File: config.mk
export PLATFORM = sky130hd
export DESIGN_NAME = mem_cycle_ctrl
export DESIGN_NICKNAME = d
export VERILOG_FILES = /design/src/rtl/mem_cycle_ctrl.sv
export SDC_FILE = /design/constraint.sdc
export NUM_CORES = 1
export LEC_CHECK = 0
export CORE_MARGIN = 3
export CORE_UTILIZATION = 47
export CTS_BUF_LIST = sky130_fd_sc_hd__clkbuf_8 sky130_fd_sc_hd__clkbuf_16
export DETAILED_ROUTE_END_ITERATION = 12
export GPL_TIMING_DRIVEN = 0
export PLACE_DENSITY_LB_ADDON = 0.12
export RECOVER_POWER = 50
export SYNTH_ARGS = -nofsm -noshare
export SYNTH_HDL_FRONTEND = slang
export SYNTH_SLANG_ARGS = --single-unit
export TNS_END_PERCENT = 50
File: constraint.sdc
create_clock -name clk -period 10.6 [get_ports clk]
set_input_delay 1.06 -clock clk [delete_from_list [all_inputs] [get_ports clk]]
set_output_delay 1.06 -clock clk [all_outputs]
set_load 0.02 [all_outputs]
File: src/rtl/mem_cycle_ctrl.sv
// Memory cycle controller: arbitrates the single memory port between the
// instruction-fetch and load/store requesters, classifies each access as
// N (non-sequential) or S (sequential), and inserts wait states per access.
// Requesters advance on the ack strobe instead of a stretched memory clock.
module mem_cycle_ctrl #(
  parameter int unsigned N_WAIT = 2,
  parameter int unsigned S_WAIT = 0
) (
  input  logic        clk,
  input  logic        rst,
  // instruction-fetch requester
  input  logic        if_req,
  input  logic [31:0] if_addr,
  output logic        if_gnt,
  output logic        if_ack,
  output logic [31:0] if_rdata,
  // load/store requester
  input  logic        dt_req,
  input  logic [31:0] dt_addr,
  input  logic        dt_we,
  input  logic [31:0] dt_wdata,
  output logic        dt_gnt,
  output logic        dt_ack,
  output logic [31:0] dt_rdata,
  // memory side
  output logic [31:0] mem_address,
  output logic        mem_read_en,
  output logic        mem_write_en,
  output logic [31:0] mem_write_data,
  input  logic [31:0] mem_read_data,
  input  logic        mem_ready,
  output logic [1:0]  cycle_type
);

  localparam int unsigned CNT_MAX = (N_WAIT > S_WAIT) ? N_WAIT : S_WAIT;
  localparam int unsigned CW      = (CNT_MAX < 1) ? 1 : $clog2(CNT_MAX + 1);
  localparam logic        PORT_IF = 1'b0;
  localparam logic        PORT_DT = 1'b1;

  typedef enum logic {ST_IDLE, ST_ACCESS} state_t;

  state_t         state_q, state_d;
  logic           cur_port_q, cur_port_d;
  logic           cur_we_q, cur_we_d;
  logic [31:0]    addr_q, addr_d;
  logic [31:0]    wdata_q, wdata_d;
  logic [CW-1:0]  cnt_q, cnt_d;
  logic           seq_q, seq_d;
  logic           last_port_q, last_port_d;
  logic [31:0]    last_addr_q, last_addr_d;
  logic           last_valid_q, last_valid_d;

  logic           complete;
  logic           free;
  logic           grant;
  logic           gnt_port;
  logic [31:0]    gnt_addr;
  logic           gnt_seq;

  // Completion, arbitration and grants; data port has fixed priority.
  always_comb begin
    complete = (state_q == ST_ACCESS) && (cnt_q == '0) && mem_ready;
    free     = (state_q == ST_IDLE) || complete;
    dt_gnt   = free && dt_req && !rst;
    if_gnt   = free && if_req && !dt_req && !rst;
    grant    = dt_gnt || if_gnt;
    gnt_port = dt_gnt ? PORT_DT : PORT_IF;
    gnt_addr = dt_gnt ? dt_addr : if_addr;
  end

  // Next-state logic. The "last access" record is updated in the completion
  // cycle, and the sequential test uses those updated values so that a grant
  // in the same cycle compares against the access that is just finishing.
  always_comb begin
    state_d      = state_q;
    cur_port_d   = cur_port_q;
    cur_we_d     = cur_we_q;
    addr_d       = addr_q;
    wdata_d      = wdata_q;
    cnt_d        = cnt_q;
    seq_d        = seq_q;
    last_port_d  = last_port_q;
    last_addr_d  = last_addr_q;
    last_valid_d = last_valid_q;

    if (complete) begin
      last_valid_d = 1'b1;
      last_port_d  = cur_port_q;
      last_addr_d  = addr_q;
    end

    // An IDLE grant can never be sequential: only completion cycles qualify.
    gnt_seq = complete && last_valid_d && (gnt_port == last_port_d) &&
              (gnt_addr == last_addr_d + 32'd4);

    if ((state_q == ST_ACCESS) && (cnt_q != '0)) begin
      cnt_d = cnt_q - CW'(1);
    end

    if (grant) begin
      state_d    = ST_ACCESS;
      cur_port_d = gnt_port;
      cur_we_d   = dt_gnt ? dt_we : 1'b0;
      addr_d     = gnt_addr;
      wdata_d    = dt_gnt ? dt_wdata : wdata_q;
      seq_d      = gnt_seq;
      cnt_d      = gnt_seq ? CW'(S_WAIT) : CW'(N_WAIT);
    end else if (complete) begin
      state_d      = ST_IDLE;
      last_valid_d = 1'b0;
    end
  end

  // State and access registers with asynchronous reset.
  always_ff @(posedge clk or posedge rst) begin
    if (rst) begin
      state_q      <= ST_IDLE;
      cur_port_q   <= PORT_IF;
      cur_we_q     <= 1'b0;
      addr_q       <= '0;
      wdata_q      <= '0;
      cnt_q        <= '0;
      seq_q        <= 1'b0;
      last_port_q  <= PORT_IF;
      last_addr_q  <= '0;
      last_valid_q <= 1'b0;
    end else begin
      state_q      <= state_d;
      cur_port_q   <= cur_port_d;
      cur_we_q     <= cur_we_d;
      addr_q       <= addr_d;
      wdata_q      <= wdata_d;
      cnt_q        <= cnt_d;
      seq_q        <= seq_d;
      last_port_q  <= last_port_d;
      last_addr_q  <= last_addr_d;
      last_valid_q <= last_valid_d;
    end
  end

  // Outputs decode from registered state, so reset drops them at once.
  always_comb begin
    mem_address    = addr_q;
    mem_write_data = wdata_q;
    mem_read_en    = (state_q == ST_ACCESS) && !cur_we_q;
    mem_write_en   = (state_q == ST_ACCESS) && cur_we_q;
    if_ack         = complete && (cur_port_q == PORT_IF);
    dt_ack         = complete && (cur_port_q == PORT_DT);
    if_rdata       = mem_read_data;
    dt_rdata       = mem_read_data;
    cycle_type     = (state_q == ST_ACCESS) ? {1'b0, seq_q} : 2'b10;
  end

endmodule

# After elaboration in Yosys (flattened, before gate mapping)
# Index checks and enable logic that the tools add are counted.
[word_totals]
reg_bits = 104
latchBits = 0
ramBits = 0
romBits = 0
inputBits = 134
mem_count = 0
[classes]
n_addsub = 2
mul = 0
div_mod_pow = 0
magnitude_cmp = 0
eq_ne = 2
shift = 0
muxes = 14
bitwise = 2
n_reduce_logical = 25
[op_table]
columns = ["op", "count"]
rows = [
  ["32-bit two-way mux", 2],
  ["32-bit by 3-bit adder with 32-bit output (second input constant)", 1],
  ["32-bit equality test", 1],
  ["1-bit logical AND", 15],
  ["1-bit two-way mux", 8],
  ["2-bit two-way mux", 4],
  ["2-bit nonzero test", 3],
  ["1-bit logical NOT", 3],
  ["2-bit logical NOT", 1],
  ["1-bit logical OR", 2],
  ["1-bit NOT", 2],
  ["2-bit AND reduction", 1],
  ["2-bit by 1-bit subtractor with 2-bit output (second input constant)", 1],
  ["1-bit equality test", 1],
]

# Logic depth before layout (Yosys ltp)
# Gate-level depths: netlist of the first run.
[depth]
depth_word = 12
mapped_depth = 19

# Worst setup path after synthesis of the first run
# Ideal clock, no wire load.
[synth_timing]
path_type = "input-to-reg"
from = "input mem_ready"
to = "register cnt_q[1]"
arrival_time_ns = 4.291
t_required_ns = 10.481
setup_slack_ns = 6.190
stages = 14
path_cell_list = "nand3_2 buf_6 clkbuf_1 clkbuf_1 buf_1 nand2_1 nand2_1 ha_1 clkbuf_1 o21ai_0 or4b_1 a221o_1 or4_1 o21a_1"
[synth_rtl]
columns = ["element", "line_no", "rtl"]
rows = [
  ["start, declared", "31", "input logic mem_ready,"],
  ["1-bit logical AND", "62", "complete = (state_q == ST_ACCESS) && (cnt_q == '0) && mem_ready;"],
  ["32-bit two-way mux", "86", "if (complete) begin"],
  ["named net last_addr_d[3]", "50", "logic [31:0] last_addr_q, last_addr_d;"],
  ["32-bit by 3-bit adder with 32-bit output", "94", "(gnt_addr == last_addr_d + 32'd4);"],
  ["32-bit equality test", "94", ""],
  ["1-bit logical AND", "93", "gnt_seq = complete && last_valid_d && (gnt_port == last_port_d) &&"],
  ["2-bit two-way mux", "107", "cnt_d = gnt_seq ? CW'(S_WAIT) : CW'(N_WAIT);"],
  ["2-bit two-way mux", "100", "if (grant) begin"],
  ["end signal, assigned", "133", "cnt_q <= cnt_d;"],
  ["end, declared", "47", "logic [CW-1:0] cnt_q, cnt_d;"],
]
# The timed path passes the listed nets, and every way through them passes these cells.
# A chain may end at the register's enable or synchronous reset.

# Worst setup path in the final report of the first run
# Same ends and word-level chain as after synthesis.

==> results of run 1 <==
[sequential cells by signal, summed over array words and instances (netlist names)]
name / count
seq_q: 1
last_addr_q: 31
state_q: 1
mem_write_data: 32
mem_address: 32
cur_we_q: 1
cnt_q: 2
cur_port_q: 1
[logic make-up (layout without fill, tap and decap cells)]
group	count (synthesis)	count (layout)	synth area share, %
mux	72	72	11.4
flops	101	101	39.0
compound gates	108	108	10.7
xor+xnor	30	30	4.59
simple gates	321	321	23.1
fa+ha+maj	2	2	0.386
buf+inv	115	367	10.9
[stage by stage]
step | cell area (sq um) | std cells | power (W) | hold slack, ns | utilization [%]
2_1_floorplan | 6490 | 749 | 0.00139 | 0.448 | -
3_3_place_gp | 9080 | 1162 | 0.00187 | 0.458 | 68.0
3_5_place_dp | 9110 | 1163 | 0.00190 | 0.461 | 68.2
4_1_cts | 9400 | 1177 | 0.00224 | 0.478 | 70.4
5_1_grt | 9340 | 1177 | 0.00233 | 0.485 | 69.9
6_report | 9340 | 1177 | 0.00219 | 0.467 | 69.9
[final timing paths]
path,from,to,cells past startpoint
worst max-delay path,mem_ready,cnt_q[1]$_DFFE_PP0P_,15
worst min-delay path,mem_write_data[15]$_DFFE_PP0P_,mem_write_data[15]$_DFFE_PP0P_,2
worst max register to register,cnt_q[0]$_DFFE_PP0P_,cnt_q[1]$_DFFE_PP0P_,16
worst min register to register,mem_write_data[15]$_DFFE_PP0P_,mem_write_data[15]$_DFFE_PP0P_,2
max in group asynchronous,rst,mem_write_data[16]$_DFFE_PP0P_,3
min in group asynchronous,rst,cur_we_q$_DFFE_PP0P_,2
[critical path, stage by stage]
cell and delay [ns]:
dlygate4sd3_1 0.61, nand3_1 0.36, clkbuf_1 0.56, clkbuf_1 0.52, clkbuf_1 0.48, buf_1 0.43
nand2_1 0.10, nand2_1 0.10, ha_1 0.15, clkbuf_1 0.29, o21ai_0 0.25, or4b_1 0.56
a221o_1 0.35, or4_1 0.59, o21a_1 0.22
[where the power goes]
part           internal [W]  switching [W]  total, W
clock network      0.000187       0.000148  0.000335
registers          0.000562       0.000180  0.000742
logic              0.000491       0.000625   0.00112
[final cells by class]
cell class | count | area (sq um)
buffer | 94 | 599
clock buffer | 10 | 239
clock inverter | 4 | 50.0
fill | 1153 | 4010
inverter | 21 | 82.6
multi-input combinational | 533 | 3240
sequential | 101 | 2530
tap | 176 | 220
timing repair buffer | 238 | 2380
[routing by layer]
layer / part of all wire [%] / vias up
li1: - / 3034
met1: 40 / 2953
met2: 45 / 360
met3: 11 / 41
met4: 3.4 / 0
met5: 0 / -
[placed cells by master (no fill, tap or decap), types with 3 or more instances in the layout]
cell type / n
nor2_1: 14
or4_1: 4
nand2_1: 188
mux2_1: 4
o21ai_0: 49
nor4_1: 7
a21boi_0: 3
a21o_1: 5
clkbuf_1: 26
xor2_1: 8
dfrtp_1: 101
nand4_1: 17
nor3_1: 11
a22o_1: 3
a31oi_1: 4
mux2i_1: 64
or3_1: 4
and3_1: 14
nand3b_1: 3
nand3_1: 38
buf_4: 65
a21oi_1: 11
clkdlybuf4s50_1: 190
mux2_2: 3
a211oi_1: 4
clkbuf_16: 9
dlygate4sd3_1: 47
inv_1: 19
xnor2_1: 19
o21ai_1: 3
==> results.txt, run 1 <==
The number of antenna-violating nets in the routed design is 0. The count of boundary I/O pins is between 200 and 300. The first-pass iteration count of the detailed router is 6. The final number of hold-violating endpoints came out at 0. For this run, the total global-route usage over all layers was measured as between 20% and 30%. The synthesized netlist occupies a cell area of 0.00649 sq mm. The final RePlAce weighted congestion came out at 0.955. In this run the most used layer during global routing was met2. The number of DRC violations after detailed routing is 0. The vertical extent of the die came out at between 100 and 150 um. The wire length of the first global-routing pass came out at 31,900 um. The area of the die is 0.0152 sq mm. The shortest period the worst path allows is 6.40 ns. The share of synthesized area in the top cell type comes to 39.0%. The worst slew slack as a fraction of its limit came out at -121%. The critical path required time is approximately 11 ns. The count of hold buffers inserted by post-cts repair is 0. The sequential fraction of the synthesis area came out at 39.0%. The most used flip-flop cell after synthesis is dfrtp_1. The clock insertion delay at the later pin of the skew report came out at 0.35 ns. The number of synthesized register bits is 101. The post-cts sizing count is 0.

Setup violations remaining at the end of the flow were counted as 0. Dividing the synthesized area by the synthesized cell count gives 8.66 sq um. The synthesis-to-layout area growth came out at 43.9%. The number of antenna violations at the first check in global routing was 0. The detailed-route vias per instance came out at 5.43. The slew at the pin with the worst max-slew slack came out at about 3.3 ns. The final setup slack of the worst path came out at 4.20 ns. Counting distinct cell types in the post-synthesis netlist gives 73. The achievable frequency came out at 0.156 GHz. Across the run, the number of max-cap violations was 2. The number of synthesized flops with an enable pin is 0. Yosys printed 0 warnings. In the post-synthesis netlist, the biggest area contributors are dfrtp_1 39%, nand2_1 11%, mux2i_1 9.7%, buf_4 7.6%, o21ai_0 3.8%. In this run, the number of DRC markers left after iteration 0 of detailed routing was 506. The worst-case IR drop observed on VDD is 168 uV. CTS placed an instance of clkbuf_16 at the clock tree root. The proportion of register bits with asynchronous set or reset after synthesis is between 90% and 100%. The number of clock sinks came out at between 100 and 150. The global routing met1 resource utilization is 34.9%. Synthesis produced between 700 and 800 cells. The static leakage came out at 4.08 nW. The data arrival time of the worst path is about 6.6 ns. The final reports fail on capacitance limit, slew limit.

TritonCTS built the clock tree. The worst setup path is of the in2reg kind. The final-report max-slew violation count is 104. The number of H-tree levels is 3. The biggest area contributor in the post-synthesis netlist is dfrtp_1.

The nature of the critical path endpoint is a flop. Sorting the synthesized cells by how often they occur yields 188 x nand2_1, 101 x dfrtp_1, 66 x buf_4, 63 x mux2i_1, 49 x o21ai_0. The post-place setup slack came out at 4.56 ns. The net count of the mapped netlist is 885. The share of the clock period used by the worst path after layout came out at around three fifths. The final HPWL from detailed placement is 16,000 um. The placement row count came out at 42. The core region is 0.0133 sq mm. The run finished, with violations left. Summed over all failing endpoints, the final setup total negative slack is 0 ns. The pin count of the biggest net entering global routing is 63.

The clock-pin slew on the worst setup and hold paths came out at 0.07 ns. The top fanout value on the critical path is 10. The largest clock skew in the final design is 0.00626 ns. The routed wirelength normalized by instance count is 17.8 um. The number of post-CTS setup repair buffers is 0. TritonCTS created 9 clock buffers. Across all register-to-register paths, the minimum setup slack is slightly below 5 ns. The count of nets after finishing came out at 1,134. The horizontal die dimension came out at ~120 um. The maximum clock insertion buffer count came out at 2. The routed wire length came out at 21,000 um.

The type of element launching the critical path is an input port. The min-delay analysis places its worst path in the category reg2reg. For this run, global-route usage on met3 was measured as 6.95%. The antenna diode instance count came out at 0. The proportion of layout cells with a drive suffix above 1 is 9.49%.

The count of buffers inserted at the top-level ports came out at 237. The effective utilization at floorplan is 48.6%. In the post-synthesis netlist, the cell with the most instances is nand2_1. The met2 routing resource usage after global routing is a little over two fifths. For this design the ratio of total power to cell area is 235 mW/mm^2. Setup repair after global routing left no endpoint under its margin.

The detailed-route via count came out at roughly 6,400. Global routing finished with a remaining overflow of 0. The via count of the first global-routing pass is 6,165.
No activity file was read; power rests on OpenSTA's default activity.
==> run 2, diff against run 1 <==
--- a/config.mk
+++ b/config.mk
@@ -6,7 +6,7 @@
 export NUM_CORES = 1
 export LEC_CHECK = 0
 export CORE_MARGIN = 3
-export CORE_UTILIZATION = 47
+export CORE_UTILIZATION = 44
 export CTS_BUF_LIST = sky130_fd_sc_hd__clkbuf_8 sky130_fd_sc_hd__clkbuf_16
 export DETAILED_ROUTE_END_ITERATION = 12
 export GPL_TIMING_DRIVEN = 0
==> constraint.sdc (replaced) <==
create_clock -name clk -period 6.15 [get_ports clk]
set_input_delay 0.615 -clock clk [delete_from_list [all_inputs] [get_ports clk]]
set_output_delay 0.615 -clock clk [all_outputs]
set_load 0.02 [all_outputs]
==> results.txt, run 2 (synthesized netlist as in run 1, its figures left out) <==
The number of maximum-capacitance constraint violations is 2. The end of the worst register-to-register path is cnt_q[1]$_DFFE_PP0P_. Prior to clock tree synthesis, the placed netlist has a worst setup slack of 0.484 ns. The antenna diode instance count is 0. The count of final setup violators is 0. The worst setup path is of the in2reg kind. The proportion of layout cells with a drive suffix above 1 came out at 10.2%. The final reports fail on capacitance limit, slew limit. The top fanout value on the critical path came out at 10. In this run the tool buffered the top-level ports with 237 buffer cells. The worst hold path begins at mem_write_data[10]$_DFFE_PP0P_. In the final routed layout, each cell accounts on average for around 18 um. The final standard cell utilization of the core came out at 66.2%. The slowest library cell on the worst path is or4b_1. The detailed-route vias per instance is 5.36. Buffers added to address setup during post-CTS repair amount to 0. The critical path contains buffers and inverters numbering 6 combined.

The flow ran to the end, but the final reports show violations. The via count of the first global-routing pass came out at 6,180. For this run, the detailed router's first-pass iteration total came to 5. IR analysis of the VDD net gives a maximum drop of 265 uV. The root buffer cell chosen for the clock tree is clkbuf_16. In this run the power density over the cells is 411 mW/mm^2. The data arrival time of the worst path came out at 5.99 ns. After legalization and detailed placement, the total HPWL measured 15,900 um. Routability-driven placement finished with a final weighted congestion of approximately 0.97. The detail route stage leaves a number of antenna-violating nets equal to 0.

The worst min-delay path class is reg2reg. The signal on the critical path passes through dlygate4sd3_1, nand3_1, buf_6, clkbuf_1, clkbuf_1, buf_1, nand2_1, nand2_1, ha_1, clkbuf_1, o21ai_0, or4b_1, a221o_1, or4_1, o21a_1. TritonCTS created 9 clock buffers. In the final timing run, aggregate negative setup slack is 0 ns. The H-tree was split into 3 levels. The region available for standard cell placement spans 0.0141 sq mm. The slew at the pin with the worst max-slew slack is 3.12 ns. Measured along the y axis, the die boundary spans about 130 um. After detailed routing, the total wire length is around 21,000 um.

The register-to-register setup slack came out at 0.65 ns. The achievable frequency is 0.174 GHz. The maximum clock insertion buffer count came out at 2. The detailed-route via count came out at 6,336.

Clock skew on the completed layout was measured at 0.00995 ns. The global-route usage over all layers came out at 25.6%. The number of DRC violations after detailed-routing iteration 0 came out at 437. The final-layout worst hold slack came out at about 0.47 ns. The number of antenna violations at the first check in global routing is 0.

The placed cell area came out at 0.00911 sq mm. The final-report max-slew violation count is about 100. The clock insertion delay at the later pin of the skew report came out at 0.36 ns. The placement row count came out at 43.

The first global-routing pass estimated between 30,000 and 40,000 um of wire. The synthesis-to-layout area growth is 44.4%. The final number of hold-violating endpoints is 0. The worst hold path was traced through 2 stages. The type of element launching the critical path is an input port.

The die covers 0.0162 sq mm. After layout, the minimum clock period comes to 5.74 ns. The share of the clock period used by the worst path after layout came out at 93.3%. Setup repair after global routing left no endpoint under its margin.

Broken down by cell family, the worst path's largest delay share belongs to buffers and inverters. Across all setup checks in the final design, the least slack found is 0.409 ns. The horizontal die dimension is 127 um. Clock-pin slew was measured on the worst setup and hold paths at around 0.07 ns. The count of hold buffers inserted by post-cts repair came out at 0. The post-cts sizing count came out at 0. The clock tree from TritonCTS is yes. The overall overflow remaining after global route is 0. The effective utilization at floorplan is between 40% and 50%. The count of nets after finishing came out at 1,134. STA classifies the critical path endpoint as a flop. The critical path required time came out at 6.40 ns. The stage delay of the slowest cell on the critical path came out at 0.61 ns. After detailed routing, the number of remaining DRC violations is 0. The clock drives roughly 100 sinks. The static leakage came out at 4.07 nW. Leaving out fill and tap cells, the most frequent cell in the layout is nand2_1. In the layout the commonest cells are 188 x nand2_1, 178 x clkdlybuf4s50_1, 101 x dfrtp_1. The worst slew slack as a fraction of its limit came out at -108%. The pin count of the biggest net entering global routing is 54. In this design, the critical path's most frequently occurring cell is clkbuf_1. The startpoint identified for the worst register-to-register timing path is cnt_q[0]$_DFFE_PP0P_. The destination of the worst hold path is mem_write_data[10]$_DFFE_PP0P_. The count of boundary I/O pins is 270. Counting cells, the worst reg-to-reg path comes to 16.

The final instance area came out at roughly 0.0094 sq mm.
[run 2: cell types whose count changed in the layout (fill, tap and decap cells not counted), moves of 2 or more]
cell / change
mux2_1: -2
clkinv_4: +2
dlygate4sd3_1: +12
clkdlybuf4s50_1: -12
buf_2: +2
mux2_2: +2
clkbuf_1: -4
[run 2: worst min-delay path, delay by kind of cell (launching register included)]
kind          cells  cell delay (ns)
flops             1             0.34
simple gates      2             0.10
[run 2: per-stage QoR]
| step | instances | power, W |
|---|---|---|
| after floorplan | 749 | 0.00239 |
| after global placement | 1166 | 0.00324 |
| after detailed placement | 1167 | 0.00327 |
| after CTS | 1183 | 0.00387 |
| after global routing | 1183 | 0.00409 |
| final | 1183 | 0.00385 |
[run 2: worst max-delay path by stage]
stage	from	endpoint	slack, ns	cells past startpoint
6_report	mem_ready	cnt_q[1]$_DFFE_PP0P_	0.41	15
5_1_grt	mem_ready	cnt_q[1]$_DFFE_PP0P_	0.36	18
4_1_cts	mem_ready	cnt_q[1]$_DFFE_PP0P_	0.85	15
3_5_place_dp	mem_ready	cnt_q[1]$_DFFE_PP0P_	0.48	15
3_3_place_gp	mem_ready	cnt_q[1]$_DFFE_PP0P_	0.52	15
2_1_floorplan	cnt_q[0]$_DFFE_PP0P_	cnt_q[1]$_DFFE_PP0P_	2.17	16
[run 2: per-layer routing]
metal / wire, um / vias to the layer above / track usage [%]
li1: - / 3028 / -
met1: 8630 / 2961 / 32.3
met2: 9780 / 313 / 41.7
met3: 2390 / 34 / 9.66
met4: 406 / 0 / 6.31
met5: 0 / - / 0
[run 2: power breakdown]
| part | internal (W) | switching, W |
|---|---|---|
| registers | 0.000968 | 0.000317 |
| clock network | 0.000327 | 0.000270 |
| logic | 0.000896 | 0.00107 |
[run 2: cell type report]
type                       count  area, sq um
multi-input combinational    533         3240
timing repair buffer         238         2380
tap                          180          225
inverter                      21         82.6
clock buffer                  10          239
buffer                        94          613
sequential                   101         2530
clock inverter                 6         63.8
fill                        1208         4780
